File: config.mk
export PLATFORM = sky130hd
export DESIGN_NAME = fsml_frame_tx
export DESIGN_NICKNAME = d
export VERILOG_FILES = /design/src/rtl/fsml_frame_tx.sv
export SDC_FILE = /design/constraint.sdc
export NUM_CORES = 1
export LEC_CHECK = 0
export BUFFER_PORTS_ARGS = -buffer_cell sky130_fd_sc_hd__buf_2
export CAP_MARGIN = 20
export CORE_UTILIZATION = 55
export CTS_CLUSTER_SIZE = 20
export DETAILED_ROUTE_END_ITERATION = 6
export PLACE_DENSITY = 0.78
export SYNTH_ARGS = -nofsm -noshare
export SYNTH_HDL_FRONTEND = slang
export SYNTH_SLANG_ARGS = --single-unit
export TNS_END_PERCENT = 5
File: constraint.sdc
create_clock -name clk -period 2.2 [get_ports clk]
set_input_delay 0.11 -clock clk [delete_from_list [all_inputs] [get_ports clk]]
set_output_delay 0.11 -clock clk [all_outputs]
set_load 0.01 [all_outputs]
File: src/rtl/fsml_frame_tx.sv
// fsml_frame_tx: serial framer sending each data bit as a "1, 0, bit" frame,
// with optional idle gaps between frames and a one-cycle Done after each word.
`default_nettype none

module fsml_frame_tx #(
    parameter int WIDTH     = 8,
    parameter int GAP       = 0,
    parameter int MSB_FIRST = 1
) (
    input  logic             clk,
    input  logic             rst_n,
    input  logic             load,
    input  logic [WIDTH-1:0] data,
    output logic             dout,
    output logic             busy,
    output logic             done
);

    localparam logic [2:0] S_IDLE = 3'd0;
    localparam logic [2:0] S_SYNC = 3'd1;
    localparam logic [2:0] S_FILL = 3'd2;
    localparam logic [2:0] S_DATA = 3'd3;
    localparam logic [2:0] S_GAP  = 3'd4;

    localparam int CW = (WIDTH > 1) ? $clog2(WIDTH) : 1;
    localparam int GW = (GAP > 0) ? $clog2(GAP + 1) : 1;
    localparam logic [CW-1:0] C_LAST_BIT = CW'(WIDTH - 1);
    localparam logic [GW-1:0] C_GAP_LOAD = (GAP > 0) ? GW'(GAP - 1) : '0;

    logic [2:0]       state;
    logic [2:0]       state_nxt;
    logic [WIDTH-1:0] shift;
    logic [WIDTH-1:0] shift_adv;
    logic [CW-1:0]    bit_cnt;
    logic [GW-1:0]    gap_cnt;
    logic             cur_bit;
    logic             dout_q;
    logic             busy_q;
    logic             done_q;
    logic             dout_nxt;
    logic             busy_nxt;
    logic             done_nxt;
    logic             last_bit;

    generate
        if (MSB_FIRST != 0) begin : g_msb_first
            assign cur_bit   = shift[WIDTH-1];
            assign shift_adv = shift << 1;
        end else begin : g_lsb_first
            assign cur_bit   = shift[0];
            assign shift_adv = shift >> 1;
        end
    endgenerate

    assign last_bit = (bit_cnt == '0);

    always_ff @(posedge clk or negedge rst_n) begin
        if (!rst_n) begin
            state  <= S_IDLE;
            dout_q <= 1'b0;
            busy_q <= 1'b0;
            done_q <= 1'b0;
        end else begin
            state  <= state_nxt;
            dout_q <= dout_nxt;
            busy_q <= busy_nxt;
            done_q <= done_nxt;
        end
    end

    // Any unreachable encoding falls back to IDLE, which also forces the line low.
    always_comb begin
        state_nxt = state;
        case (state)
            S_IDLE: if (load) state_nxt = S_SYNC;
            S_SYNC: state_nxt = S_FILL;
            S_FILL: state_nxt = S_DATA;
            S_DATA: begin
                if (last_bit)     state_nxt = S_IDLE;
                else if (GAP > 0) state_nxt = S_GAP;
                else              state_nxt = S_SYNC;
            end
            S_GAP:  if (gap_cnt == '0) state_nxt = S_SYNC;
            default: state_nxt = S_IDLE;
        endcase
    end

    // Outputs are registered alongside the state, so they are derived from state_nxt.
    always_comb begin
        dout_nxt = 1'b0;
        case (state_nxt)
            S_SYNC:  dout_nxt = 1'b1;
            S_DATA:  dout_nxt = cur_bit;
            default: dout_nxt = 1'b0;
        endcase
        busy_nxt = (state_nxt != S_IDLE);
        done_nxt = (state == S_DATA) && last_bit;
    end

    always_ff @(posedge clk or negedge rst_n) begin
        if (!rst_n) begin
            shift   <= '0;
            bit_cnt <= '0;
            gap_cnt <= '0;
        end else begin
            case (state)
                S_IDLE: begin
                    if (load) begin
                        shift   <= data;
                        bit_cnt <= C_LAST_BIT;
                    end
                end
                S_DATA: begin
                    shift   <= shift_adv;
                    bit_cnt <= bit_cnt - 1'b1;
                    gap_cnt <= C_GAP_LOAD;
                end
                S_GAP: begin
                    if (gap_cnt != '0) gap_cnt <= gap_cnt - 1'b1;
                end
                default: ;
            endcase
        end
    end

    assign dout = dout_q;
    assign busy = busy_q;
    assign done = done_q;

endmodule

`default_nettype wire

* After elaboration in Yosys (flattened, before gate mapping)
Cells that the tools add are included.
** Cells by class
- Add/sub/neg operators :: 2
- Eq/ne operators :: 7
- Muxes and demuxes :: 11
- Reduce and logical (&&, ||, !) cells :: 7
** Operators by type and width (count)
- 8-bit one-hot mux with 2 select lines :: 1
- 3-bit one-hot mux with 5 select lines :: 1
- 3-bit by 2-bit equality test with 1-bit output, second input constant :: 3
- 3-bit two-way mux :: 3
- 8-bit two-way mux :: 1
- 3-bit by 1-bit equality test with 1-bit output, second input constant :: 2
- 3-bit zero test :: 2
- 3-bit one-hot mux with 2 select lines :: 1
- 1-bit one-hot mux with 2 select lines :: 2
- 2-bit nonzero test :: 2
- 3-bit equality test, second input constant :: 1
- 3-bit nonzero test :: 1
- 3-bit by 1-bit subtractor with 3-bit output, second input constant :: 1
- 1-bit two-way mux :: 2
- 2-bit inequality test, second input constant :: 1
- 2-bit AND reduction :: 1
- 1-bit logical AND :: 1
- 1-bit subtractor, second input constant :: 1
** Storage, ports and cells
- Flip-flop bits (word level) :: 18
- Input port bits :: 11
- Output and inout port bits :: 3

* Logic depth before layout (Yosys ltp)
Gate-level depths: netlist of the first run.
- Depth after elaboration :: 5
- Depth in mapped cells :: 6

* Worst setup path before layout of the first run
No wires, ideal clock.
- Path kind :: reg2reg
- Start :: reg state[1]
- End :: reg shift[1]
- Data arrival time :: 1.332 ns
- Required time :: 2.072 ns
- Setup slack :: 0.741 ns
- Cell stages (with the launch flop) :: 6
- Clock period less this slack :: 1.459 ns
- Path through :: dfrtp_1 -> buf_6 -> nor4b_4 -> or2_1 -> buf_6 -> a31oi_2
** On the way
- Word-level cells in the longest chain between the ends :: 3
** RTL lines
- start, declared :: RTL line 30 : logic [2:0] state;
- start signal, assigned :: RTL line 64 : state <= state_nxt;
- 3-bit by 2-bit equality test with 1-bit output / 3-bit zero test (equally long branches) :: RTL line 106 : case (state)
- 2-bit nonzero test (no line) / 2-bit inequality test (equally long branches)
- 2-bit AND reduction (no line)
- end signal, assigned :: RTL line 109 : shift <= data;
- end signal, assigned :: RTL line 114 : shift <= shift_adv;
- end, declared :: RTL line 32 : logic [WIDTH-1:0] shift;
Several ways; a longest one is shown, not always the timed one.
A chain may end at the register's enable or synchronous reset.

* Worst setup path in the final report of the first run
Same ends and word-level chain as after synthesis.

==> results of run 1 <==
[per-stage QoR]
| stage | util (%) | instance area [sq um] |
|---|---|---|
| finish | 68.4 | 935 |
| global route | 68.4 | 935 |
| CTS | 68.4 | 935 |
| detailed placement | 65.8 | 898 |
| global placement | 65.8 | 898 |
| floorplan | - | 840 |
[power breakdown]
part / total (mW) / switching (mW) / internal [mW]
clock: 0.164 / 0.0940 / 0.0705
sequential: 0.546 / 0.0981 / 0.448
combinational: 0.443 / 0.243 / 0.201
[flip-flops by register name, indices dropped and copies added (netlist names)]
register  cells
shift         8
bit_cnt       3
state         3
busy          1
done          1
dout          1
[what timing repair did]
action | 4_1_cts | 5_1_grt
hold endpoints to repair | 17 | 0
setup endpoints to repair | 0 | 0
hold buffers | 1 | 0
[synthesized netlist by cell type, drive strengths merged (2+ instances only)]
library cell	instances	area, sq um
ha	2	25.0
nor3	9	45.0
nor2	6	25.0
buf	5	40.0
dfrtp	17	425
inv	3	11.3
nand2	14	52.6
a31oi	6	75.1
mux2i	2	20.0
o21ai	3	18.8
[layout make-up]
class	count	area share, %
sequential	17	45.5
clock buffer	4	2.81
tap	15	2.01
timing repair buffer	16	9.64
multi-input combinational	54	38.8
inverter	3	1.20
[worst paths after layout]
check | from | cells past startpoint | end | slack [ns]
worst max-delay path | state[1]$_DFF_PN0_ | 3 | shift[1]$_DFFE_PN0P_ | 0.63
worst min-delay path | data[0] | 3 | shift[0]$_DFFE_PN0P_ | 0.07
worst max register to register | state[1]$_DFF_PN0_ | 3 | shift[1]$_DFFE_PN0P_ | 0.63
worst min register to register | bit_cnt[2]$_DFFE_PN0P_ | 1 | bit_cnt[2]$_DFFE_PN0P_ | 0.48
max in group asynchronous | rst_n | 2 | done$_DFF_PN0_ | 1.64
min in group asynchronous | rst_n | 2 | shift[5]$_DFFE_PN0P_ | 0.28
[kinds of logic after synthesis]
group	after synthesis
AOI/OAI and AO/OA	14
xor gates and xnor gates	1
adders and majority gates	2
buffers and inverters	8
DFF	17
muxes	2
other	1
and+or+nand+nor	34
[tightest hold or removal path: stages]
cell                      delay, ns
sky130_fd_sc_hd__buf_2         0.07
sky130_fd_sc_hd__mux2i_1       0.05
sky130_fd_sc_hd__nor2_1        0.08
[metal layers]
metal	vias up	track usage, %	share of wire, %
met1	288	25.3	46
met5	-	0	0
met4	0	15.0	0.76
li1	297	-	-
met2	11	37.9	51
met3	2	6.52	2.7
==> results.sh, run 1 <==
export IMPL_outcome="finished clean"
export IMPL_synth_seq_area_share_pct=50.7
export IMPL_ys_types=27
export IMPL_post_cts_resize_count=0
export IMPL_num_rows=13
export IMPL_clk_insertion_delay_late_ns=0.29
export IMPL_grt_antenna_before_repair=0
export IMPL_register_area_sq_um=425
export IMPL_maxCapViolCount=0
export IMPL_numPortBuffers=13
export IMPL_placeable_core_region_sq_um=1370
export IMPL_path_category_of_the_worst_min_delay_check="input port to flop"
export IMPL_post_drt_wl_per_cell_um=14.5
export IMPL_htreeDepth=1
export IMPL_ctsRootBufferMaster="sky130_fd_sc_hd__clkbuf_4"
export IMPL_final_antenna_net_count=0
export IMPL_multi_input_comb_area_sq_um=363
export IMPL_synth_warnings=0
export IMPL_timing_critical_path_slowest_cell_delay_ns=0.48
export IMPL_synth_ff_type="sky130_fd_sc_hd__dfrtp_1"
export IMPL_largest_family_of_logic_cells_by_synthesized_area="simple AND/OR/NAND/NOR gates"
export IMPL_final_layout_size_suffix_gt1_share_pct=28.7
export IMPL_layout_commonest_cell="sky130_fd_sc_hd__dfrtp_1"
export IMPL_cts_sinks=17
export IMPL_remaining_drc_errors=0
export IMPL_post_synthesis_cell_count=79
export IMPL_crit_chain="nor4b_4, or2_1, a31oi_2"
export IMPL_powerDensity_nw_per_um2=1230
export IMPL_first_iter_violations=8
export IMPL_synth_nets=92
export IMPL_dp_final_hpwl_um=1110
export IMPL_grt_pass1_vias=519
export IMPL_rsz0062_at_grt="no"
export IMPL_dieWidth_um=41.1
export IMPL_synth_compound_area_share_pct=15.5
export IMPL_synth_edf_count=0
export IMPL_dp_worst_setup_slack_ns=0.667
export IMPL_timing_hold_ws_ns=0.0665
export IMPL_syn_area_per_cell_sq_um=10.6
export IMPL_finalNetCount=108
export IMPL_fin_crit_ns=1.57
export IMPL_cts_bufs_inserted=3
export IMPL_critical_path_buf_inv_count=0
export IMPL_insertedDiodeCount=0
export IMPL_layout_cells_most_common_list="sky130_fd_sc_hd__dfrtp_1 (17), sky130_fd_sc_hd__nand2_1 (14), sky130_fd_sc_hd__buf_2 (13), sky130_fd_sc_hd__nor3_1 (9), sky130_fd_sc_hd__a31oi_2 (6)"
export IMPL_num_vias=598
export IMPL_worst_path_max_delay_cell="sky130_fd_sc_hd__dfrtp_1"
export IMPL_tns_ns=0
export IMPL_finalNonFillerCells=109
export IMPL_place_inst=104
export IMPL_power_consumption_mw=1.15
export IMPL_cts_tree="yes"
export IMPL_fmax_mhz=636
export IMPL_post_cts_repair_setup_buffers=0
export IMPL_chipHeight_um=41.1
export IMPL_ir_worst_vdd_mv=0.609
export IMPL_post_synth_and_or_nand_nor_area_fraction_pct=20.9
export IMPL_final_hold_violation_count=0
export IMPL_clk_pin_slew_worst_paths_ns=0.10
export IMPL_gr_total_overflow=0
export IMPL_fill_cells=101
export IMPL_timing_critical_path_from_type="flop"
export IMPL_floorplan_initialDensity_pct=61.4
export IMPL_cp_data_arrival_time_ns=1.72
export IMPL_grt_max_degree=18
export IMPL_clock_skew_ns=0.00312
export IMPL_timing_critical_path_to_type="flop"
export IMPL_drt_pass1_iterations=3
export IMPL_grt_util_all_layers_pct=22.9
export IMPL_post_synth_instance_area_sq_um=840
export IMPL_clockBufferDepth=2
export IMPL_io_pins=14
export IMPL_setup_viol_count_final=0
export IMPL_area_delta_synth_final_pct=11.3
export IMPL_timing_final_crit_share_pct=71.4
export IMPL_slew_violations=0
export IMPL_final_setup_worst_slack_ns=0.628
export IMPL_synthXorXnorAreaFrac_pct=1.04
export IMPL_postRouteWirelength_um=1580
export IMPL_timing_worst_setup_path_type="flop to flop"
export IMPL_worst_endpoint_required_ns=2.35
export IMPL_critical_path_peak_fanout=7
export IMPL_route_detailed_vias_per_inst=5.49
export IMPL_gpl_final_weighted_congestion=0.671
export IMPL_global_route_wire_length_before_repair_um=2300
export IMPL_total_of_flip_flops_plus_latches_after_synthesis=17
export IMPL_total_leakage_power_nw=0.427
export IMPL_die_area_sq_um=1690
export IMPL_synth_async_reset_ratio_pct=100
export IMPL_timing_critical_path_max_delay_family="simple AND/OR/NAND/NOR gates"
export IMPL_synth_mux_area_fraction_pct=2.38
export IMPL_synthAdderAreaFrac_pct=2.98
(Power assumes the default switching activity.)
==> run 2, diff against run 1 <==
ABC_AREA = 1   (was unset)
CORE_UTILIZATION = 47   (was 55)
PLACE_DENSITY = 0.71   (was 0.78)
clock period = 1.3 ns   (was 2.2 ns; I/O delays follow)
==> run 2 against run 1 <==
  * Synthesized cell count increased by 25%
  * Combinational power increased by 34%
  * Cell count increased by 23%
  * Synthesized area decreased by 2.2%
  * Register-to-register slack got worse by 0.54 ns
  * Critical path type unchanged
  * Largest power group unchanged
==> results.sh, run 2 <==
export IMPL_fin_crit_ns=1.21
export IMPL_netlist_top_cells_area="sky130_fd_sc_hd__dfrtp_1 (52%), sky130_fd_sc_hd__nand2_1 (19%), sky130_fd_sc_hd__inv_1 (5.5%)"
export IMPL_final_antenna_net_count=0
export IMPL_remaining_drc_errors=0
export IMPL_clk_pin_slew_worst_paths_ns=0.09
export IMPL_clock_skew_ns=0.00211
export IMPL_post_synth_instance_area_sq_um=821
export IMPL_grt_util_all_layers_pct=18.1
export IMPL_timing_critical_path_max_delay_family="simple AND/OR/NAND/NOR gates"
export IMPL_total_leakage_power_nw=0.547
export IMPL_chipHeight_um=43.8
export IMPL_timing_critical_path_slowest_cell_delay_ns=0.40
export IMPL_crit_chain="nand2_1, inv_1, nand2_4, nand2_8, inv_1, nand2_1, nand3_1"
export IMPL_cp_data_arrival_time_ns=1.38
export IMPL_dp_final_hpwl_um=1070
export IMPL_final_hold_violation_count=0
export IMPL_post_synthesis_cell_count=99
export IMPL_gpl_final_weighted_congestion=0.847
export IMPL_timing_final_crit_share_pct=92.9
export IMPL_yosys_cell_count_top_type="sky130_fd_sc_hd__nand2_1"
export IMPL_layout_cells_most_common_list="sky130_fd_sc_hd__nand2_1 (42), sky130_fd_sc_hd__dfrtp_1 (17), sky130_fd_sc_hd__buf_2 (13), sky130_fd_sc_hd__inv_1 (12), sky130_fd_sc_hd__nor2_1 (5)"
export IMPL_total_of_flip_flops_plus_latches_after_synthesis=17
export IMPL_grt_max_degree=18
export IMPL_ir_worst_vdd_mv=0.979
export IMPL_synth_nets=112
export IMPL_synth_top_cells_by_count="sky130_fd_sc_hd__nand2_1 (42), sky130_fd_sc_hd__dfrtp_1 (17), sky130_fd_sc_hd__inv_1 (12), sky130_fd_sc_hd__nor2_1 (6), sky130_fd_sc_hd__nand3_1 (3)"
export IMPL_num_rows=14
export IMPL_layout_commonest_cell="sky130_fd_sc_hd__nand2_1"
export IMPL_cts_bufs_inserted=3
export IMPL_die_area_sq_um=1920
export IMPL_num_vias=648
export IMPL_numPortBuffers=13
export IMPL_top_regs="shift (8), bit_cnt (3), state (3)"
export IMPL_clockBufferDepth=2
export IMPL_insertedDiodeCount=0
export IMPL_synth_edf_count=0
export IMPL_floorplan_initialDensity_pct=52.1
export IMPL_powerDensity_nw_per_um2=1780
export IMPL_rr_worst_depth=7
export IMPL_critical_path_buf_inv_count=2
export IMPL_timing_worst_setup_path_type="flop to flop"
export IMPL_post_cts_repair_setup_buffers=0
export IMPL_ys_types=20
export IMPL_cts_tree="yes"
export IMPL_cts_sinks=17
export IMPL_timing_hold_ws_ns=0.00475
export IMPL_number_of_flip_flops_in_the_largest_register=8
export IMPL_gr_total_overflow=0
export IMPL_post_drt_wl_per_cell_um=10.6
export IMPL_critical_path_peak_fanout=12
export IMPL_fmax_mhz=828
export IMPL_synth_top_area_share_pct=51.8
export IMPL_timing_critical_path_from_type="flop"
export IMPL_drt_pass1_iterations=4
export IMPL_route_detailed_vias_per_inst=4.84
export IMPL_timing_critical_path_to_type="flop"
export IMPL_worst_endpoint_required_ns=1.47
export IMPL_area_delta_synth_final_pct=16.2
export IMPL_grt_antenna_before_repair=0
export IMPL_synth_ff_type="sky130_fd_sc_hd__dfrtp_1"
export IMPL_global_route_wire_length_before_repair_um=2520
export IMPL_placeable_core_region_sq_um=1580
export IMPL_worst_path_max_delay_cell="sky130_fd_sc_hd__dfrtp_1"
export IMPL_clk_insertion_delay_late_ns=0.28
export IMPL_slew_violations=0
export IMPL_path_depth=7
export IMPL_final_core_util_pct=60.5
export IMPL_synth_async_reset_ratio_pct=100
export IMPL_synth_largest_area_cell="sky130_fd_sc_hd__dfrtp_1"
export IMPL_synth_warnings=0
export IMPL_htreeDepth=1
export IMPL_outcome="finished clean"
export IMPL_ctsRootBufferMaster="sky130_fd_sc_hd__clkbuf_4"
export IMPL_synth_seq_area_share_pct=51.8
export IMPL_final_layout_size_suffix_gt1_share_pct=22.0
export IMPL_setup_viol_count_final=0
export IMPL_dieWidth_um=43.8
export IMPL_path_category_of_the_worst_min_delay_check="input port to flop"
export IMPL_syn_area_per_cell_sq_um=8.29
export IMPL_postRouteWirelength_um=1420
export IMPL_largest_reg_by_ff_count="shift"
export IMPL_first_iter_violations=15
export IMPL_rsz0062_at_grt="yes"
export IMPL_holdPathStages=3
export IMPL_finalNetCount=132
export IMPL_maxCapViolCount=0
export IMPL_grt_pass1_vias=631
export IMPL_io_pins=14
==> run 2: worst register-to-register path: cells and delay by family, from the launching register on <==
family	cells	cell delay, ns
buf+inv	2	0.23
simple gates	5	0.46
flops	1	0.40
==> run 2: repair_timing <==
item                                    in CTS  in global routing
hold endpoints to repair                    17                  0
hold buffers                                 1                  0
endpoints found under the setup margin       0                  7
resized for setup                            0                  2
==> run 2: stage by stage <==
stage               setup TNS [ns]  setup WS, ns  cells  instance area (sq um)  power, mW
global route                -0.122       -0.0336    134                    953       1.85
finish                           0        0.0924    134                    953       1.69
CTS                              0        0.0216    134                    942       1.70
floorplan                        0         0.270     99                    821       1.26
global placement                 0         0.127    129                    906       1.40
detailed placement               0        0.0353    129                    906       1.42
==> run 2: path summary, 6_finish.rpt <==
path	startpoint	to	slack, ns
max in group asynchronous	rst_n	dout$_DFF_PN0_	0.82
min in group asynchronous	rst_n	shift[5]$_DFFE_PN0P_	0.22
worst max-delay path	state[1]$_DFF_PN0_	shift[5]$_DFFE_PN0P_	0.09
worst max register to register	state[1]$_DFF_PN0_	shift[5]$_DFFE_PN0P_	0.09
worst min register to register	shift[6]$_DFFE_PN0P_	shift[6]$_DFFE_PN0P_	0.49
worst min-delay path	data[0]	shift[0]$_DFFE_PN0P_	0.005
==> run 2: power breakdown <==
part / internal, mW / switching (mW) / total [mW]
clock: 0.119 / 0.147 / 0.266
sequential: 0.731 / 0.104 / 0.835
combinational: 0.235 / 0.359 / 0.593
==> run 2: cells by family after synthesis <==
kind of cell | after synthesis | share of synthesized area, %
and+or+nand+nor | 58 | 30.3
adders and majority gates | 2 | 3.05
other | 1 | 0.457
AOI/OAI and AO/OA | 6 | 5.03
buffers and inverters | 14 | 8.23
xor gates and xnor gates | 1 | 1.07
DFF | 17 | 51.8
==> run 2: layer usage <==
layer | global-route usage [%] | share of wire [%] | up-vias
met5 | 0 | 0 | -
met4 | 9.38 | 1.5 | 0
met3 | 2.50 | 1.8 | 4
met2 | 30.1 | 48 | 11
met1 | 22.9 | 49 | 293
li1 | - | - | 340
==> run 2: layout make-up <==
cell class	instances	area [sq um]
Clock buffer	4	26.3
Multi-Input combinational cell	68	339
Sequential cell	17	425
Tap cell	16	20.0
Inverter	12	45.0
Fill cell	151	623
Timing Repair Buffer	17	97.6
